$ cat src/rtl/muldiv_pkg.sv
// muldiv_pkg: shared types and defaults for the iterative multiply/divide unit.
//   op_e    : operation encoding (MUL, MULHU, DIVU, REMU)
//   state_e : control FSM states
//   DefaultWidth / DefaultRegAddrW : default operand and register-index widths
package muldiv_pkg;

    localparam int unsigned DefaultWidth    = 32;
    localparam int unsigned DefaultRegAddrW = 5;

    typedef enum logic [1:0] {
        OpMul   = 2'b00,
        OpMulhu = 2'b01,
        OpDivu  = 2'b10,
        OpRemu  = 2'b11
    } op_e;

    typedef enum logic [1:0] {
        StIdle,
        StRun,
        StDone
    } state_e;

endpackage

$ cat src/rtl/muldiv_unit_if.sv
// muldiv_unit_if: request/response bundle between the register bank and muldiv_unit.
//   master : bank side, drives start/op/operandA/operandB/destIn
//   slave  : unit side, drives ready/busy/done/writeFlag/result/destOut/illegal
interface muldiv_unit_if
    import muldiv_pkg::*;
#(
    parameter int unsigned WIDTH      = DefaultWidth,
    parameter int unsigned REG_ADDR_W = DefaultRegAddrW
) ();

    logic                  start;
    op_e                   op;
    logic [WIDTH-1:0]      operandA;
    logic [WIDTH-1:0]      operandB;
    logic [REG_ADDR_W-1:0] destIn;
    logic                  ready;
    logic                  busy;
    logic                  done;
    logic                  writeFlag;
    logic [WIDTH-1:0]      result;
    logic [REG_ADDR_W-1:0] destOut;
    logic                  illegal;

    modport master (
        output start, op, operandA, operandB, destIn,
        input  ready, busy, done, writeFlag, result, destOut, illegal
    );

    modport slave (
        input  start, op, operandA, operandB, destIn,
        output ready, busy, done, writeFlag, result, destOut, illegal
    );

endinterface

$ cat src/rtl/muldiv_divider.sv
// muldiv_divider: restoring unsigned divider step registers, one quotient bit per step.
// Instantiated by muldiv_unit only when MULDIV_DIV_EN is defined.
//   clk_i, rst_i   : clock, asynchronous active-high reset
//   load_i         : capture dividend_i/divisor_i and clear the remainder
//   step_i         : perform one restoring step
//   quot_next_o    : quotient after the current step (valid while step_i=1)
//   rem_next_o     : remainder after the current step (valid while step_i=1)
// Divide by zero falls out naturally: every trial subtract succeeds, giving an
// all-ones quotient and a remainder equal to the dividend.
module muldiv_divider #(
    parameter int unsigned WIDTH = 32
) (
    input  logic             clk_i,
    input  logic             rst_i,
    input  logic             load_i,
    input  logic             step_i,
    input  logic [WIDTH-1:0] dividend_i,
    input  logic [WIDTH-1:0] divisor_i,
    output logic [WIDTH-1:0] quot_next_o,
    output logic [WIDTH-1:0] rem_next_o
);

    logic [WIDTH:0]   rem_q, rem_d;
    logic [WIDTH-1:0] quot_q, quot_d;
    logic [WIDTH-1:0] dvsr_q;
    logic [WIDTH+1:0] shifted;
    logic [WIDTH+1:0] diff;
    logic             borrow;

    // rem_q stays below the divisor, so shifted < 2^(WIDTH+1) and diff's MSB is the borrow.
    always_comb begin
        shifted = {rem_q, quot_q[WIDTH-1]};
        diff    = shifted - {2'b00, dvsr_q};
        borrow  = diff[WIDTH+1];
        rem_d   = borrow ? shifted[WIDTH:0] : diff[WIDTH:0];
        quot_d  = {quot_q[WIDTH-2:0], ~borrow};
    end

    assign quot_next_o = quot_d;
    assign rem_next_o  = rem_d[WIDTH-1:0];

    always_ff @(posedge clk_i or posedge rst_i) begin
        if (rst_i) begin
            rem_q  <= '0;
            quot_q <= '0;
            dvsr_q <= '0;
        end else if (load_i) begin
            rem_q  <= '0;
            quot_q <= dividend_i;
            dvsr_q <= divisor_i;
        end else if (step_i) begin
            rem_q  <= rem_d;
            quot_q <= quot_d;
        end
    end

endmodule

$ cat src/rtl/muldiv_unit.sv
// muldiv_unit: iterative unsigned MUL/MULHU/DIVU/REMU unit, fixed WIDTH+1 cycle latency.
//   clock, reset : clock, asynchronous active-high reset
//   bus (slave)  : start/op/operandA/operandB/destIn in; ready/busy/done/writeFlag/
//                  result/destOut/illegal out
// Build option MULDIV_DIV_EN: when defined, the divider is compiled in. When undefined,
// DIVU/REMU complete one cycle after accept with result=0 and illegal=1.
module muldiv_unit
    import muldiv_pkg::*;
#(
    parameter int unsigned WIDTH      = DefaultWidth,
    parameter int unsigned REG_ADDR_W = DefaultRegAddrW
) (
    input logic          clock,
    input logic          reset,
    muldiv_unit_if.slave bus
);

    localparam int unsigned CntW = $clog2(WIDTH) + 1;

    state_e                state_q, state_d;
    logic [CntW-1:0]       cnt_q, cnt_d;
    op_e                   op_q, op_d;
    logic [REG_ADDR_W-1:0] dest_q, dest_d;
    logic [WIDTH-1:0]      result_q, result_d;
    logic [2*WIDTH-1:0]    acc_q, acc_d;
    logic [WIDTH-1:0]      mcand_q, mcand_d;
    logic                  illegal_q, illegal_d;

    logic                  accept;
    logic [WIDTH:0]        mul_sum;
    logic [2*WIDTH-1:0]    acc_step;

    assign accept = bus.start && (state_q != StRun);

    // acc = {high partial sum, unconsumed multiplier bits}; each step adds the
    // multiplicand into the high half if the next multiplier bit is set, then shifts right.
    assign mul_sum  = {1'b0, acc_q[2*WIDTH-1:WIDTH]} + (acc_q[0] ? {1'b0, mcand_q} : '0);
    assign acc_step = {mul_sum, acc_q[WIDTH-1:1]};

`ifdef MULDIV_DIV_EN
    logic [WIDTH-1:0] div_quot;
    logic [WIDTH-1:0] div_rem;

    muldiv_divider #(
        .WIDTH (WIDTH)
    ) u_divider (
        .clk_i       (clock),
        .rst_i       (reset),
        .load_i      (accept),
        .step_i      (state_q == StRun),
        .dividend_i  (bus.operandA),
        .divisor_i   (bus.operandB),
        .quot_next_o (div_quot),
        .rem_next_o  (div_rem)
    );
`endif

    always_comb begin
        state_d   = state_q;
        cnt_d     = cnt_q;
        op_d      = op_q;
        dest_d    = dest_q;
        result_d  = result_q;
        acc_d     = acc_q;
        mcand_d   = mcand_q;
        illegal_d = illegal_q;

        unique case (state_q)
            StRun: begin
                acc_d = acc_step;
                cnt_d = cnt_q - CntW'(1);
                if (cnt_q == CntW'(1)) begin
                    state_d = StDone;
                    case (op_q)
                        OpMul:   result_d = acc_step[WIDTH-1:0];
                        OpMulhu: result_d = acc_step[2*WIDTH-1:WIDTH];
`ifdef MULDIV_DIV_EN
                        OpDivu:  result_d = div_quot;
                        OpRemu:  result_d = div_rem;
`endif
                        default: result_d = '0;
                    endcase
                end
            end
            StIdle, StDone: begin
                state_d   = StIdle;
                illegal_d = 1'b0;
                if (accept) begin
                    state_d = StRun;
                    cnt_d   = CntW'(WIDTH);
                    op_d    = bus.op;
                    dest_d  = bus.destIn;
                    mcand_d = bus.operandA;
                    acc_d   = {{WIDTH{1'b0}}, bus.operandB};
`ifdef MULDIV_DIV_EN
`else
                    // No divider: complete immediately so the bank still gets a write of 0.
                    if (bus.op[1]) begin
                        state_d   = StDone;
                        cnt_d     = '0;
                        result_d  = '0;
                        illegal_d = 1'b1;
                    end
`endif
                end
            end
            default: state_d = StIdle;
        endcase
    end

    always_ff @(posedge clock or posedge reset) begin
        if (reset) begin
            state_q   <= StIdle;
            cnt_q     <= '0;
            op_q      <= OpMul;
            dest_q    <= '0;
            result_q  <= '0;
            acc_q     <= '0;
            mcand_q   <= '0;
            illegal_q <= 1'b0;
        end else begin
            state_q   <= state_d;
            cnt_q     <= cnt_d;
            op_q      <= op_d;
            dest_q    <= dest_d;
            result_q  <= result_d;
            acc_q     <= acc_d;
            mcand_q   <= mcand_d;
            illegal_q <= illegal_d;
        end
    end

    assign bus.ready     = (state_q != StRun);
    assign bus.busy      = (state_q == StRun);
    assign bus.done      = (state_q == StDone);
    assign bus.writeFlag = (state_q == StDone);
    assign bus.illegal   = (state_q == StDone) && illegal_q;
    assign bus.result    = result_q;
    assign bus.destOut   = dest_q;

endmodule

$ cat src/flat_wrapper.sv
// flat-port wrapper written by rule: the top's interface ports become plain ports
module muldiv_unit_flat import muldiv_pkg::*;
#(
    parameter int unsigned WIDTH      = DefaultWidth,
    parameter int unsigned REG_ADDR_W = DefaultRegAddrW
)
  (clock, reset, bus_start, bus_op, bus_operandA, bus_operandB, bus_destIn, bus_ready, bus_busy, bus_done, bus_writeFlag, bus_result, bus_destOut, bus_illegal);
  muldiv_unit_if #(.WIDTH(WIDTH), .REG_ADDR_W(REG_ADDR_W)) bus_i ();
  input logic clock;
  input logic reset;
  input wire logic [$bits(bus_i.start)-1:0] bus_start;
  input wire logic [$bits(bus_i.op)-1:0] bus_op;
  input wire logic [$bits(bus_i.operandA)-1:0] bus_operandA;
  input wire logic [$bits(bus_i.operandB)-1:0] bus_operandB;
  input wire logic [$bits(bus_i.destIn)-1:0] bus_destIn;
  output wire logic [$bits(bus_i.ready)-1:0] bus_ready;
  output wire logic [$bits(bus_i.busy)-1:0] bus_busy;
  output wire logic [$bits(bus_i.done)-1:0] bus_done;
  output wire logic [$bits(bus_i.writeFlag)-1:0] bus_writeFlag;
  output wire logic [$bits(bus_i.result)-1:0] bus_result;
  output wire logic [$bits(bus_i.destOut)-1:0] bus_destOut;
  output wire logic [$bits(bus_i.illegal)-1:0] bus_illegal;
  assign bus_i.start = bus_start;
  assign bus_i.op = bus_op;
  assign bus_i.operandA = bus_operandA;
  assign bus_i.operandB = bus_operandB;
  assign bus_i.destIn = bus_destIn;
  assign bus_ready = bus_i.ready;
  assign bus_busy = bus_i.busy;
  assign bus_done = bus_i.done;
  assign bus_writeFlag = bus_i.writeFlag;
  assign bus_result = bus_i.result;
  assign bus_destOut = bus_i.destOut;
  assign bus_illegal = bus_i.illegal;
  muldiv_unit #(.WIDTH(WIDTH), .REG_ADDR_W(REG_ADDR_W)) u_core (.clock(clock), .reset(reset), .bus(bus_i));
endmodule
$ cat config.mk
export PLATFORM = sky130hd
export DESIGN_NAME = muldiv_unit_flat
export DESIGN_NICKNAME = d
export VERILOG_FILES = /design/src/rtl/muldiv_pkg.sv /design/src/rtl/muldiv_unit_if.sv /design/src/rtl/muldiv_divider.sv /design/src/rtl/muldiv_unit.sv /design/src/flat_wrapper.sv
export SDC_FILE = /design/constraint.sdc
export NUM_CORES = 1
export LEC_CHECK = 0
export CAP_MARGIN = 20
export CORE_MARGIN = 10
export CORE_UTILIZATION = 59
export DETAILED_ROUTE_END_ITERATION = 16
export PLACE_DENSITY = 0.86
export SLEW_MARGIN = 10
export SYNTH_ARGS = -nofsm -noshare
export SYNTH_HDL_FRONTEND = slang
export SYNTH_SLANG_ARGS = --single-unit
$ cat constraint.sdc
create_clock -name clock -period 13.2 [get_ports clock]
set_input_delay 2.64 -clock clock [delete_from_list [all_inputs] [get_ports clock]]
set_output_delay 2.64 -clock clock [all_outputs]
set_load 0.02 [all_outputs]
======== Yosys cells after proc, flatten, opt, wreduce, memory -nomap -nowiden ========
Cells that the tools add are included.
storage, ports and cells
  bits in registers ....................... 144
  latch bits .............................. 0
  bits in writable memories ............... 0
  memory bits (read-only) ................. 0
  output and inout bits ................... 42
  logic and storage cells ................. 44
  memories kept ........................... 0
cells by class
  add/subtract/negate cells ............... 2
  multipliers ............................. 0
  div/mod/pow operators ................... 0
  order comparisons ....................... 0
  equal/unequal tests ..................... 8
  shift-type cells ........................ 0
  multiplexer cells ....................... 17
  bitwise gates (word level) .............. 0
  reductions and logical operators ........ 9
operators by type and width
  kind                                                 number
  two-way mux 32 bit                                   4
  case mux 32 bit (2 select lines)                     2
  case mux 64 bit (2 select lines)                     1
  two-way mux 64 bit                                   1
  adder 32 x 33 -> 33 bit                              1
  two-way mux 6 bit                                    2
  case mux 6 bit (2 select lines)                      1
  equality test 6 x 1 -> 1 bit, second input constant  1
  two-way mux 2 bit                                    3
  != test 2 x 1 -> 1 bit, second input constant        3
  subtractor 6 x 1 -> 6 bit, second input constant     1
  equality test 2 x 1 -> 1 bit, second input constant  2
  zero test 2 bit                                      2
  case mux 2 bit (2 select lines)                      1
  AND reduction 2 bit                                  2
  AND reduction 4 bit                                  1
  equality test 2 bit, second input constant           1
  logical AND 1 bit                                    2
  two-way mux 1 bit                                    2
  != test 2 bit, second input constant                 1
  nonzero test 2 bit                                   1
  OR reduction 2 bit                                   1

======== Logic depth before layout (Yosys ltp) ========
Gate-level depths: netlist (run 1).
  depth after elaboration ................. 5
  depth in mapped cells ................... 13

======== Worst setup path after synthesis (run 1) ========
No wires, ideal clock.
  path kind ............................... input to register
  start point ............................. in bus_start
  end point ............................... reg u_core.result_q[13], in the netlist u_core.bus.result[13]
  arrival ................................. 3914 ps
  required time ........................... 13073 ps
  path slack .............................. 9159 ps
  stages on the path ...................... 8
  path through ............................ nor2b_1 > clkbuf_1 > nand2_1 > and2_1 > clkbuf_1 > buf_2 > a222oi_1 > inv_1
on the way
  longest elaborated chain between the ends .. 3
RTL lines
  element                           RTL line            RTL
  from (decl)                       flat_wrapper.sv:11  input wire logic [$bits(bus_i.start)-1:0] bus_start;
  logical AND 1 bit                 muldiv_unit.sv:33   assign accept = bus.start && (state_q != StRun);
  != test 2 x 1 -> 1 bit (no line)  -
  AND reduction 4 bit (no line)     -
  to (signal assigned)              muldiv_unit.sv:126  result_q <= result_d;
  to (decl)                         muldiv_unit.sv:24   logic [WIDTH-1:0] result_q, result_d;
Every way passes these cells.
A chain may end at the register's enable or synchronous reset.

======== Worst setup path in the final report (run 1) ========
  start point ............................. in bus_start
  end point ............................... reg u_core.result_q[24], in the netlist u_core.bus.result[24]
Same word-level chain as after synthesis.

==> results of run 1 <==
## kinds of logic after synthesis
kind of cell | Yosys count | share of synthesized area, %
compound gates | 219 | 20.2
xor+xnor | 30 | 3.42
fa+ha+maj | 35 | 5.80
buf+inv | 59 | 2.98
flops | 144 | 47.0
mux | 12 | 1.57
simple gates | 343 | 19.1
## power groups by stage
| stage | logic (W) | registers (W) | clock network (W) |
|---|---|---|---|
| floorplan | 0.000680 | 0.000765 | 0 |
| global placement | 0.000984 | 0.000763 | 0 |
| detailed placement | 0.00102 | 0.000766 | 0 |
| CTS | 0.00103 | 0.000767 | 0.000464 |
| global route | 0.00114 | 0.000793 | 0.000485 |
| finish | 0.00103 | 0.000772 | 0.000462 |
## metrics by stage
stage | cell area (sq um) | utilization, % | setup WS [ns]
4_1_cts | 9500 | 75.0 | 8.20
3_3_place_gp | 8940 | 70.5 | 7.87
2_1_floorplan | 7670 | - | 6.69
3_5_place_dp | 8940 | 70.5 | 7.74
5_1_grt | 9500 | 75.0 | 7.90
6_report | 9500 | 75.0 | 8.17
## how the worst max path moves through the flow
stage                          from                           endpoint  slack, ns  depth (start not counted)
after floorplan               reset        u_core.acc_q[0]$_DFFE_PP0P_       6.69                          1
after global placement    bus_start  u_core.bus.result[15]$_DFFE_PP0P_       7.87                          8
after detailed placement  bus_start  u_core.bus.result[24]$_DFFE_PP0P_       7.74                          8
after CTS                 bus_start  u_core.bus.result[13]$_DFFE_PP0P_       8.20                          8
after global routing      bus_start  u_core.bus.result[13]$_DFFE_PP0P_       7.90                          8
final                     bus_start  u_core.bus.result[24]$_DFFE_PP0P_       8.17                          8
## critical path, stage by stage
cell,delay (ns)
clkdlybuf4s50_1,0.49
nor2b_4,0.54
buf_4,0.57
nand2_1,0.17
and2_1,0.17
buf_4,0.25
a222oi_1,0.40
inv_1,0.08
## flip-flops by register name, indices dropped and copies added (netlist names)
signal              flops
u_core.acc_q           64
u_core.bus.result      32
u_core.mcand_q         32
u_core.cnt_q            6
u_core.bus.destOut      5
u_core.op_q             2
u_core.state_q          2
u_core.illegal_q        1
## cell usage in the layout (no fill, tap or decap), types with 4 or more instances in the layout
| cell | n |
|---|---|
| o21ai_0 | 40 |
| buf_4 | 7 |
| dfrtp_1 | 144 |
| a21oi_1 | 37 |
| nor2b_1 | 6 |
| inv_1 | 12 |
| clkbuf_16 | 17 |
| clkinv_4 | 4 |
| mux2i_1 | 12 |
| o21ai_1 | 6 |
| clkdlybuf4s50_1 | 115 |
| a31oi_1 | 5 |
| nand4_1 | 4 |
| nand3_1 | 6 |
| xor2_1 | 10 |
| a22o_1 | 34 |
| ha_1 | 34 |
| clkinv_2 | 4 |
| nand2_1 | 246 |
| xnor2_1 | 20 |
| o21a_1 | 7 |
| and2_1 | 33 |
| a21o_1 | 16 |
| a22oi_1 | 39 |
| nor2_1 | 27 |
## routing by layer
| metal | global-route usage, % | vias up | routed length, um |
|---|---|---|---|
| li1 | - | 3115 | - |
| met1 | 30.9 | 3247 | 9060 |
| met5 | 0 | - | 0 |
| met2 | 39.2 | 244 | 10400 |
| met4 | 8.04 | 0 | 419 |
| met3 | 5.38 | 32 | 1320 |
## cell type report
class	count	area [sq um]	share of cell area, %
inverter	14	57.6	0.606
timing repair buffer	122	1200	12.7
clock inverter	12	110	1.16
multi-input combinational	639	3860	40.6
clock buffer	20	457	4.81
tap	172	215	2.26
sequential	144	3600	37.9
==> summary.txt, run 1 <==
Logic synthesis
  – Syn Area/Cell: 9.12 sq um
  – Yosys top cell by area: dfrtp_1
  – Ys async rst share: 100%
  – Post-synth top cells: 246 x nand2_1, 144 x dfrtp_1, 40 x clkbuf_1, 40 x o21ai_0, 39 x a22oi_1
  – Prevailing post-synth register cell: dfrtp_1
  – Flip-flop and latch count after synthesis: 144
  – Area contributors post-synth: dfrtp_1 47%, nand2_1 12%, ha_1 5.5%
  – Post-synth EDFFs: 0
  – Most common cell in the synthesized netlist: nand2_1
  – Synthesis warning total: 0
  – Post-synth top area share: 47.0%
  – Syn_nets: 951
  – Register area share after synthesis: a little under half
  – Distinct cells, synth: 64
  – Mapped Area: 7670 sq um
  – Cells after Synth: 842

Floorplan
  – Die area: 18000 sq um
  – Die Wd: ~130 um
  – Core area: 12700 sq um
  – IO Pins: roughly 120
  – Starting density of the core: between 60% and 70%
  – Die height: 134 um
  – Row count: 41

Power and ir drop
  – Combinational share of power: 45.5%
  – Power Dens Cells: between 200 and 250 nW/um^2
  – Total power draw: 0.00226 W
  – Int Power: 0.00131 W
  – Peak supply drop: 0.228 mV
  – Psw: 0.000951 W
  – Sequential Power Share: 34.1%
  – Pleak: 4.63 nW
  – Sw frac: 42.0%
  – Clock Power Share: 20.4%

Clock network
  – Max Root-Sink Buffers: 2
  – CTS Sinks: 144
  – CTS tree: built
  – Setup bufs post-CTS: 0
  – CTS Hold Buffers Added: 0
  – Root Driver: clkbuf_16
  – CTS resizes: 0
  – CTS H-tree depth: 4
  – Clock transition at path regs: 0.06 ns
  – CTS buffer count: 17
  – Clk_lat worst skew: between 0.4 and 0.5 ns

Setup path
  – WP data arrival: 5.34 ns
  – Worst Path Class, Setup: input pin to flip-flop
  – Reg2Reg Capture Point: u_core.acc_q[57]$_DFFE_PP0P_
  – Worst-path fanout max: 47
  – Endpoint type of the worst setup path: flip-flop
  – CP Data Required Time: roughly 14 ns
  – Reg-to-Reg Start: u_core.acc_q[0]$_DFFE_PP0P_
  – Startpoint Class: input pin
  – R2r worst-path depth: 12
  – Internal reg-to-reg setup slack: 9.40 ns

Worst hold path
  – Hold Path Stages: 2
  – Hold Path Sink: u_core.mcand_q[26]$_DFFE_PP0P_
  – HP Class: flip-flop to flip-flop
  – Worst hold start: u_core.mcand_q[26]$_DFFE_PP0P_

STA
  – Final worst-path cycle share: 38.1%
  – Hold WS: about 0.47 ns
  – FMAX: 0.199 GHz
  – Final Critical Period: 5.03 ns
  – Pin slew with the least headroom to its limit: 0.921 ns
  – Finish-stage setup viols: 0
  – Worst Skew: 0.00658 ns
  – Count of pins over their slew limit: 0
  – Final Hold Viols: 0
  – Max-slew headroom: 38.6%
  – RSZ-0062 raised after global routing: no
  – Setup TNS: 0 ns

Cells and area
  – Fraction of layout cells with a size suffix above 1: 5.99%
  – # diodes: 0
  – Fin cells: between 1000 and 1500
  – Fillers: 930
  – Total Nets Final: 1047
  – Area Growth Syn to Fin: 23.8%

Global routing
  – Largest net degree at the start of global routing: 76
  – Grt ovf: 0
  – Vias in the first global route: 6714
  – Gr usage total: 24.0%
  – Initial antenna violation count: 0
  – First-pass GRT wire length: 34.8 mm

Route
  – Drt drc: 0
  – Drt wl/cell: 18.9 um
  – Initial DRC count: roughly 700
  – Post-Route WL: about 21 mm
  – Pre-antenna DRT Iters: 6
  – Via density: ~5.9
  – Via count: 6638
  – ANT nets after route: 0

Placement
  – IO Port Bufs: 115
  – Gpl congestion: 0.926
  – Inst Count DP: 1091
  – Post-DP HPWL: 14.5 mm

Run status
  – Outcome: finished, final reports clean

Run
  – Max cap viols: 0
(Power assumes the default switching activity.)
==> run 2, diff against run 1 <==
- CORE_UTILIZATION: 59 -> 55
- PLACE_DENSITY: 0.86 -> 0.81
- clock period: 13.2 -> 4.9 ns (I/O delays scaled with it)
==> summary.txt, run 2 (synthesis results as in run 1) <==
Power and ir drop
  – Power Dens Cells: 640 nW/um^2 (was 238 nW/um^2)
  – Total power draw: 0.00612 W (was 0.00226 W)
  – Pleak: 4.65 nW (was 4.63 nW)
  – Peak supply drop: 0.358 mV (was 0.228 mV)

Setup path
  – Worst Path Class, Setup: flip-flop to flip-flop (was input pin to flip-flop)
  – Endpoint type of the worst setup path: flip-flop (unchanged)
  – R2r worst-path depth: 12 (unchanged)
  – WP data arrival: 4.12 ns (was 5.34 ns)
  – CP Data Required Time: 5.21 ns (was 13.51 ns)
  – Worst Path Buf+Inv: 2 (was 4)
  – Most frequent CP cell: inv_1 (was buf_4)
  – CP max stage delay: 0.93 ns (was 0.57 ns)
  – Worst-path fanout max: 33 (was 47)
  – Critical path launch point: u_core.acc_q[0]$_DFFE_PP0P_ (was bus_start)
  – CP Cell Sequence: and2_1, ha_1, inv_1, fa_1, nor2b_1, o2111ai_1, a21oi_1, a21oi_4, o31ai_1, xor2_1, a222oi_1, inv_1 (was clkdlybuf4s50_1, nor2b_4, buf_4, nand2_1, and2_1, buf_4, a222oi_1, inv_1)
  – Critical path's slowest cell: dfrtp_1 (was buf_4)
  – Reg2Reg Capture Point: u_core.bus.result[15]$_DFFE_PP0P_ (was u_core.acc_q[57]$_DFFE_PP0P_)
  – Startpoint Class: flip-flop (was input pin)
  – Crit path max-delay family: compound AO/OA/AOI/OAI gates (was buffers and inverters)
  – Reg-to-Reg Start: u_core.acc_q[0]$_DFFE_PP0P_ (unchanged)
  – Internal reg-to-reg setup slack: 1.09 ns (was 9.40 ns)

Clock network
  – CTS tree: built (unchanged)
  – CTS resizes: 0 (unchanged)
  – CTS Sinks: 144 (unchanged)
  – Clock transition at path regs: 0.06 ns (about the same)
  – Root Driver: clkbuf_16 (unchanged)
  – CTS Hold Buffers Added: 0 (unchanged)
  – CTS H-tree depth: 4 (unchanged)
  – Clk_lat worst skew: 0.43 ns (about the same)
  – CTS buffer count: 17 (unchanged)
  – Setup bufs post-CTS: 0 (unchanged)
  – Max Root-Sink Buffers: 2 (unchanged)

Cells and area
  – # diodes: 0 (unchanged)
  – Area occupied by registers: 3600 sq um (unchanged)
  – Most common cell after layout, fill and taps aside: nand2_1 (unchanged)
  – Fillers: 1087 (was 930)
  – Area occupied by multi-input gates: 3860 sq um (unchanged)
  – Biggest register: u_core.acc_q (unchanged)
  – Most frequent cells in the layout: 246 x nand2_1, 144 x dfrtp_1, 115 x clkdlybuf4s50_1 (unchanged)
  – Final core occ: 69.4% (was 75.0%)
  – Total Nets Final: 1048 (was 1047)
  – Fraction of layout cells with a size suffix above 1: 5.99% (unchanged)
  – Max reg flops: 64 (unchanged)
  – Area Growth Syn to Fin: 24.5% (was 23.8%)

Route
  – Drt wl/cell: 18.2 um (was 18.9 um)
  – Initial DRC count: 678 (was 695)
  – Pre-antenna DRT Iters: 5 (was 6)
  – Via count: 6544 (was 6638)
  – Via density: 5.79 (was 5.91)
  – ANT nets after route: 0 (unchanged)
  – Drt drc: 0 (unchanged)
  – Post-Route WL: 20.5 mm (was 21.2 mm)

Placement
  – IO Port Bufs: 115 (unchanged)
  – Gpl congestion: 0.923 (was 0.926)
  – Post-DP HPWL: 14.2 mm (was 14.5 mm)

Run
  – Max cap viols: 0 (unchanged)

STA
  – Setup TNS: 0 ns (unchanged)
  – RSZ-0062 raised after global routing: no (unchanged)
  – Finish-stage setup viols: 0 (unchanged)
  – Final Critical Period: 3.81 ns
  – Worst Skew: 0.00800 ns (was 0.00658 ns)
  – Final Hold Viols: 0 (unchanged)
  – Max-slew headroom: 40.2% (was 38.6%)
  – FMAX: 0.262 GHz
  – Count of pins over their slew limit: 0 (unchanged)
  – Final worst-path cycle share: 77.8%
  – Pin slew with the least headroom to its limit: 0.898 ns (was 0.921 ns)

Floorplan
  – Die height: 138 um (was 134 um)
  – Die area: 19100 sq um (was 18000 sq um)
  – Row count: 43 (was 41)
  – Die Wd: 138 um (was 134 um)
  – IO Pins: 116 (unchanged)
  – Starting density of the core: 55.7% (was 60.6%)
  – Core area: 13800 sq um (was 12700 sq um)

Global routing
  – Gr usage total: 21.3% (was 24.0%)
  – First-pass GRT wire length: 33.9 mm (was 34.8 mm)
  – Grt ovf: 0 (unchanged)
  – Vias in the first global route: 6574 (was 6714)
  – Largest net degree at the start of global routing: 84 (was 76)
  – Initial antenna violation count: 0 (unchanged)

Worst hold path
  – HP Class: flip-flop to flip-flop (unchanged)
  – Hold Path Stages: 2 (unchanged)
  – Hold Path Sink: u_core.illegal_q$_DFFE_PP0N_ (was u_core.mcand_q[26]$_DFFE_PP0P_)
  – Worst hold start: u_core.illegal_q$_DFFE_PP0N_ (was u_core.mcand_q[26]$_DFFE_PP0P_)

Run status
  – Outcome: finished, final reports clean (unchanged)
run 2: cell count changes in the layout (fill, tap and decap cells not counted):
cell / delta
clkbuf_8: -1
clkinv_4: -4
clkinvlp_4: +2
inv_6: -2
buf_12: +1
bufinv_16: +2
clkinv_2: +2
run 2: cell type report:
class,instances,share of cell area (%)
multi-input combinational,639,40.4
inverter,14,0.602
timing repair buffer,123,12.8
clock inverter,12,1.49
sequential,144,37.7
tap,180,2.36
clock buffer,19,4.64
run 2: routing by layer:
| layer | part of all wire, % | global-route usage (%) |
|---|---|---|
| met1 | 45 | 27.9 |
| met5 | 0 | 0 |
| met3 | 5.9 | 5.00 |
| met4 | 2.2 | 7.82 |
| met2 | 47 | 33.6 |
run 2: worst min-delay path: stages, from the launching register on:
cell and delay, ns:
dfrtp_1 0.34, nand2_1 0.05, nand2_1 0.05
run 2: through the flow:
step	hold slack (ns)	cells	setup WS [ns]	area (sq um)
global placement	0.452	1100	1.44	8970
global route	0.498	1131	0.867	9550
floorplan	0.434	842	0.0537	7670
CTS	0.472	1131	1.13	9550
finish	0.471	1131	1.09	9550
detailed placement	0.457	1100	1.22	8970
run 2: power by group:
part           internal [W]  switching, W
clock              0.000804      0.000496
sequential          0.00169      0.000387
combinational       0.00112       0.00162
run 2: worst max path at each step:
stage	to	cells past startpoint	slack, ns
6_report	u_core.bus.result[15]$_DFFE_PP0P_	12	1.09
2_1_floorplan	u_core.acc_q[0]$_DFFE_PP0P_	1	0.05
4_1_cts	u_core.bus.result[15]$_DFFE_PP0P_	12	1.13
5_1_grt	u_core.bus.result[15]$_DFFE_PP0P_	12	0.87
3_5_place_dp	u_core.bus.result[15]$_DFFE_PP0P_	12	1.22
3_3_place_gp	u_core.acc_q[57]$_DFFE_PP0P_	12	1.44
==> run 3, diff against run 2 <==
- clock period: 4.9 -> 3.6 ns (I/O delays scaled with it)
==> summary.txt, run 3 (synthesis results as in run 1) <==
Clock network
  – CTS buffer count: 17 (unchanged)
  – CTS tree: built (unchanged)
  – Clk_lat worst skew: 0.43 ns (about the same)
  – CTS Hold Buffers Added: 0 (unchanged)
  – Max Root-Sink Buffers: 2 (unchanged)
  – CTS Sinks: 144 (unchanged)
  – CTS resizes: 0 (unchanged)
  – CTS H-tree depth: 4 (unchanged)
  – Setup bufs post-CTS: 0 (unchanged)
  – Clock transition at path regs: 0.06 ns (about the same)
  – Root Driver: clkbuf_16 (unchanged)

Floorplan
  – Starting density of the core: 55.7% (unchanged)
  – Die area: 19100 sq um (unchanged)
  – Core area: 13800 sq um (unchanged)
  – Die Wd: 138 um (unchanged)
  – Die height: 138 um (unchanged)
  – IO Pins: 116 (unchanged)
  – Row count: 43 (unchanged)

Route
  – ANT nets after route: 0 (unchanged)
  – Drt wl/cell: 19.0 um (was 18.2 um)
  – Post-Route WL: 21.6 mm (was 20.5 mm)
  – Initial DRC count: 882 (was 678)
  – Via count: 6620 (was 6544)
  – Via density: 5.82 (was 5.79)
  – Drt drc: 0 (unchanged)
  – Pre-antenna DRT Iters: 6 (was 5)

Power and ir drop
  – Pleak: 4.68 nW (was 4.65 nW)
  – Sw frac: 40.8% (was 40.9%)
  – Clock Power Share: 21.8% (was 21.3%)
  – Peak supply drop: 0.591 mV (was 0.358 mV)
  – Power Dens Cells: 884 nW/um^2 (was 640 nW/um^2)
  – Sequential Power Share: 33.1% (was 34.0%)
  – Psw: 0.00347 W (was 0.00250 W)
  – Int Power: 0.00504 W (was 0.00361 W)
  – Combinational share of power: 45.1% (was 44.8%)

STA
  – RSZ-0062 raised after global routing: no (unchanged)
  – Final critical-path setup slack: 0.496 ns (was 1.09 ns)
  – Final Critical Period: 3.10 ns (was 3.81 ns)
  – Worst Skew: 0.00778 ns (was 0.00800 ns)
  – FMAX: 0.322 GHz (was 0.262 GHz)
  – Pin slew with the least headroom to its limit: 0.935 ns (was 0.898 ns)
  – Max-slew headroom: 37.7% (was 40.2%)
  – Finish-stage setup viols: 0 (unchanged)
  – Hold WS: 0.478 ns (was 0.471 ns)
  – Count of pins over their slew limit: 0 (unchanged)
  – Final worst-path cycle share: 86.2% (was 77.8%)
  – Setup TNS: 0 ns (unchanged)
  – Final Hold Viols: 0 (unchanged)

Placement
  – Gpl congestion: 0.953 (was 0.923)
  – IO Port Bufs: 115 (unchanged)
  – Post-Place Worst Slack: 0.599 ns (was 1.22 ns)
  – Post-DP HPWL: 15.2 mm (was 14.2 mm)
  – DP Area: 9020 sq um (was 8970 sq um)

Global routing
  – Vias in the first global route: 6637 (was 6574)
  – Gr usage total: 22.0% (was 21.3%)
  – Largest net degree at the start of global routing: 145 (was 84)
  – Initial antenna violation count: 0 (unchanged)
  – First-pass GRT wire length: 34.8 mm (was 33.9 mm)
  – Grt ovf: 0 (unchanged)

Setup path
  – CP Data Required Time: 3.92 ns (was 5.21 ns)
  – WP data arrival: 3.42 ns (was 4.12 ns)
  – Worst Path Class, Setup: flip-flop to flip-flop (unchanged)
  – Worst Path Buf+Inv: 1 (was 2)
  – Crit path max-delay family: compound AO/OA/AOI/OAI gates (unchanged)
  – Startpoint Class: flip-flop (unchanged)
  – Reg2Reg Capture Point: u_core.acc_q[60]$_DFFE_PP0P_ (was u_core.bus.result[15]$_DFFE_PP0P_)
  – Internal reg-to-reg setup slack: 0.50 ns (was 1.09 ns)
  – R2r worst-path depth: 11 (was 12)
  – CP max stage delay: 0.46 ns (was 0.93 ns)
  – Critical path's slowest cell: a311oi_1 (was dfrtp_1)
  – Endpoint type of the worst setup path: flip-flop (unchanged)
  – Reg-to-Reg Start: u_core.acc_q[0]$_DFFE_PP0P_ (unchanged)
  – CP Cell Sequence: buf_4, and2_1, ha_1, a21oi_1, o21bai_1, a21o_1, a2111oi_0, nor2_1, a311oi_1, xnor2_1, a22o_1 (was and2_1, ha_1, inv_1, fa_1, nor2b_1, o2111ai_1, a21oi_1, a21oi_4, o31ai_1, xor2_1, a222oi_1, inv_1)
  – Worst-path fanout max: 19 (was 33)

Cells and area
  – Most frequent cells in the layout: 246 x nand2_1, 144 x dfrtp_1, 115 x clkdlybuf4s50_1 (unchanged)
  – # diodes: 0 (unchanged)
  – Most common cell after layout, fill and taps aside: nand2_1 (unchanged)
  – Fraction of layout cells with a size suffix above 1: 6.37% (was 5.99%)
  – Area Growth Syn to Fin: 25.5% (was 24.5%)
  – Biggest register: u_core.acc_q (unchanged)
  – Max reg flops: 64 (unchanged)
  – Total Nets Final: 1055 (was 1048)
  – Final Cell Area: 9630 sq um (was 9550 sq um)

Worst hold path
  – Worst hold start: u_core.bus.destOut[1]$_DFFE_PP0P_ (was u_core.illegal_q$_DFFE_PP0N_)
  – Hold Path Sink: u_core.bus.destOut[1]$_DFFE_PP0P_ (was u_core.illegal_q$_DFFE_PP0N_)
  – Hold Path Stages: 2 (unchanged)
  – HP Class: flip-flop to flip-flop (unchanged)

Run
  – Max cap viols: 0 (unchanged)

Run status
  – Outcome: finished, final reports clean (unchanged)
## run 3: how the worst max path moves through the flow
stage | start | endpoint | slack, ns | cells after the start
after global routing | u_core.acc_q[0]$_DFFE_PP0P_ | u_core.acc_q[60]$_DFFE_PP0P_ | 0.33 | 11
after global placement | u_core.acc_q[0]$_DFFE_PP0P_ | u_core.acc_q[60]$_DFFE_PP0P_ | 0.67 | 10
after floorplan | u_core.acc_q[0]$_DFFE_PP0P_ | u_core.bus.result[15]$_DFFE_PP0P_ | 0.71 | 13
after CTS | u_core.acc_q[0]$_DFFE_PP0P_ | u_core.bus.result[15]$_DFFE_PP0P_ | 0.56 | 12
after detailed placement | u_core.acc_q[0]$_DFFE_PP0P_ | u_core.bus.result[15]$_DFFE_PP0P_ | 0.60 | 12
final | u_core.acc_q[0]$_DFFE_PP0P_ | u_core.acc_q[60]$_DFFE_PP0P_ | 0.50 | 11
## run 3: power groups by stage
| stage | Combinational (W) | Sequential (W) | Clock, W |
|---|---|---|---|
| 2_1_floorplan | 0.00249 | 0.00281 | 0 |
| 3_3_place_gp | 0.00370 | 0.00281 | 0 |
| 3_5_place_dp | 0.00379 | 0.00280 | 0 |
| 4_1_cts | 0.00383 | 0.00280 | 0.00187 |
| 5_1_grt | 0.00422 | 0.00289 | 0.00193 |
| 6_report | 0.00384 | 0.00282 | 0.00185 |
## run 3: metrics by stage
step	power, W	util (%)	std cells
after floorplan	0.00530	-	842
after global placement	0.00651	65.5	1107
after detailed placement	0.00660	65.5	1107
after CTS	0.00850	69.9	1137
after global routing	0.00904	69.9	1137
final	0.00851	69.9	1137
## run 3: layer usage
| layer | global-route usage, % | share of wire (%) | routed length, um |
|---|---|---|---|
| met5 | 0 | 0 | 0 |
| met3 | 4.45 | 5.9 | 1270 |
| met1 | 30.2 | 47 | 10100 |
| met2 | 33.6 | 46 | 9850 |
| met4 | 7.60 | 1.8 | 383 |
## run 3: worst min-delay path: cells and delay by family (launching register included)
family	cells	cell delay (ns)
DFF	1	0.34
and+or+nand+nor	2	0.11
## run 3: layout make-up
cell class	instances	area, sq um
multi-input cells	639	3860
clock inverters	9	160
clock buffers	21	450
inverters	14	56.3
fillers	1093	4140
well taps	180	225
flip-flops and latches	144	3600
repair buffers	130	1280
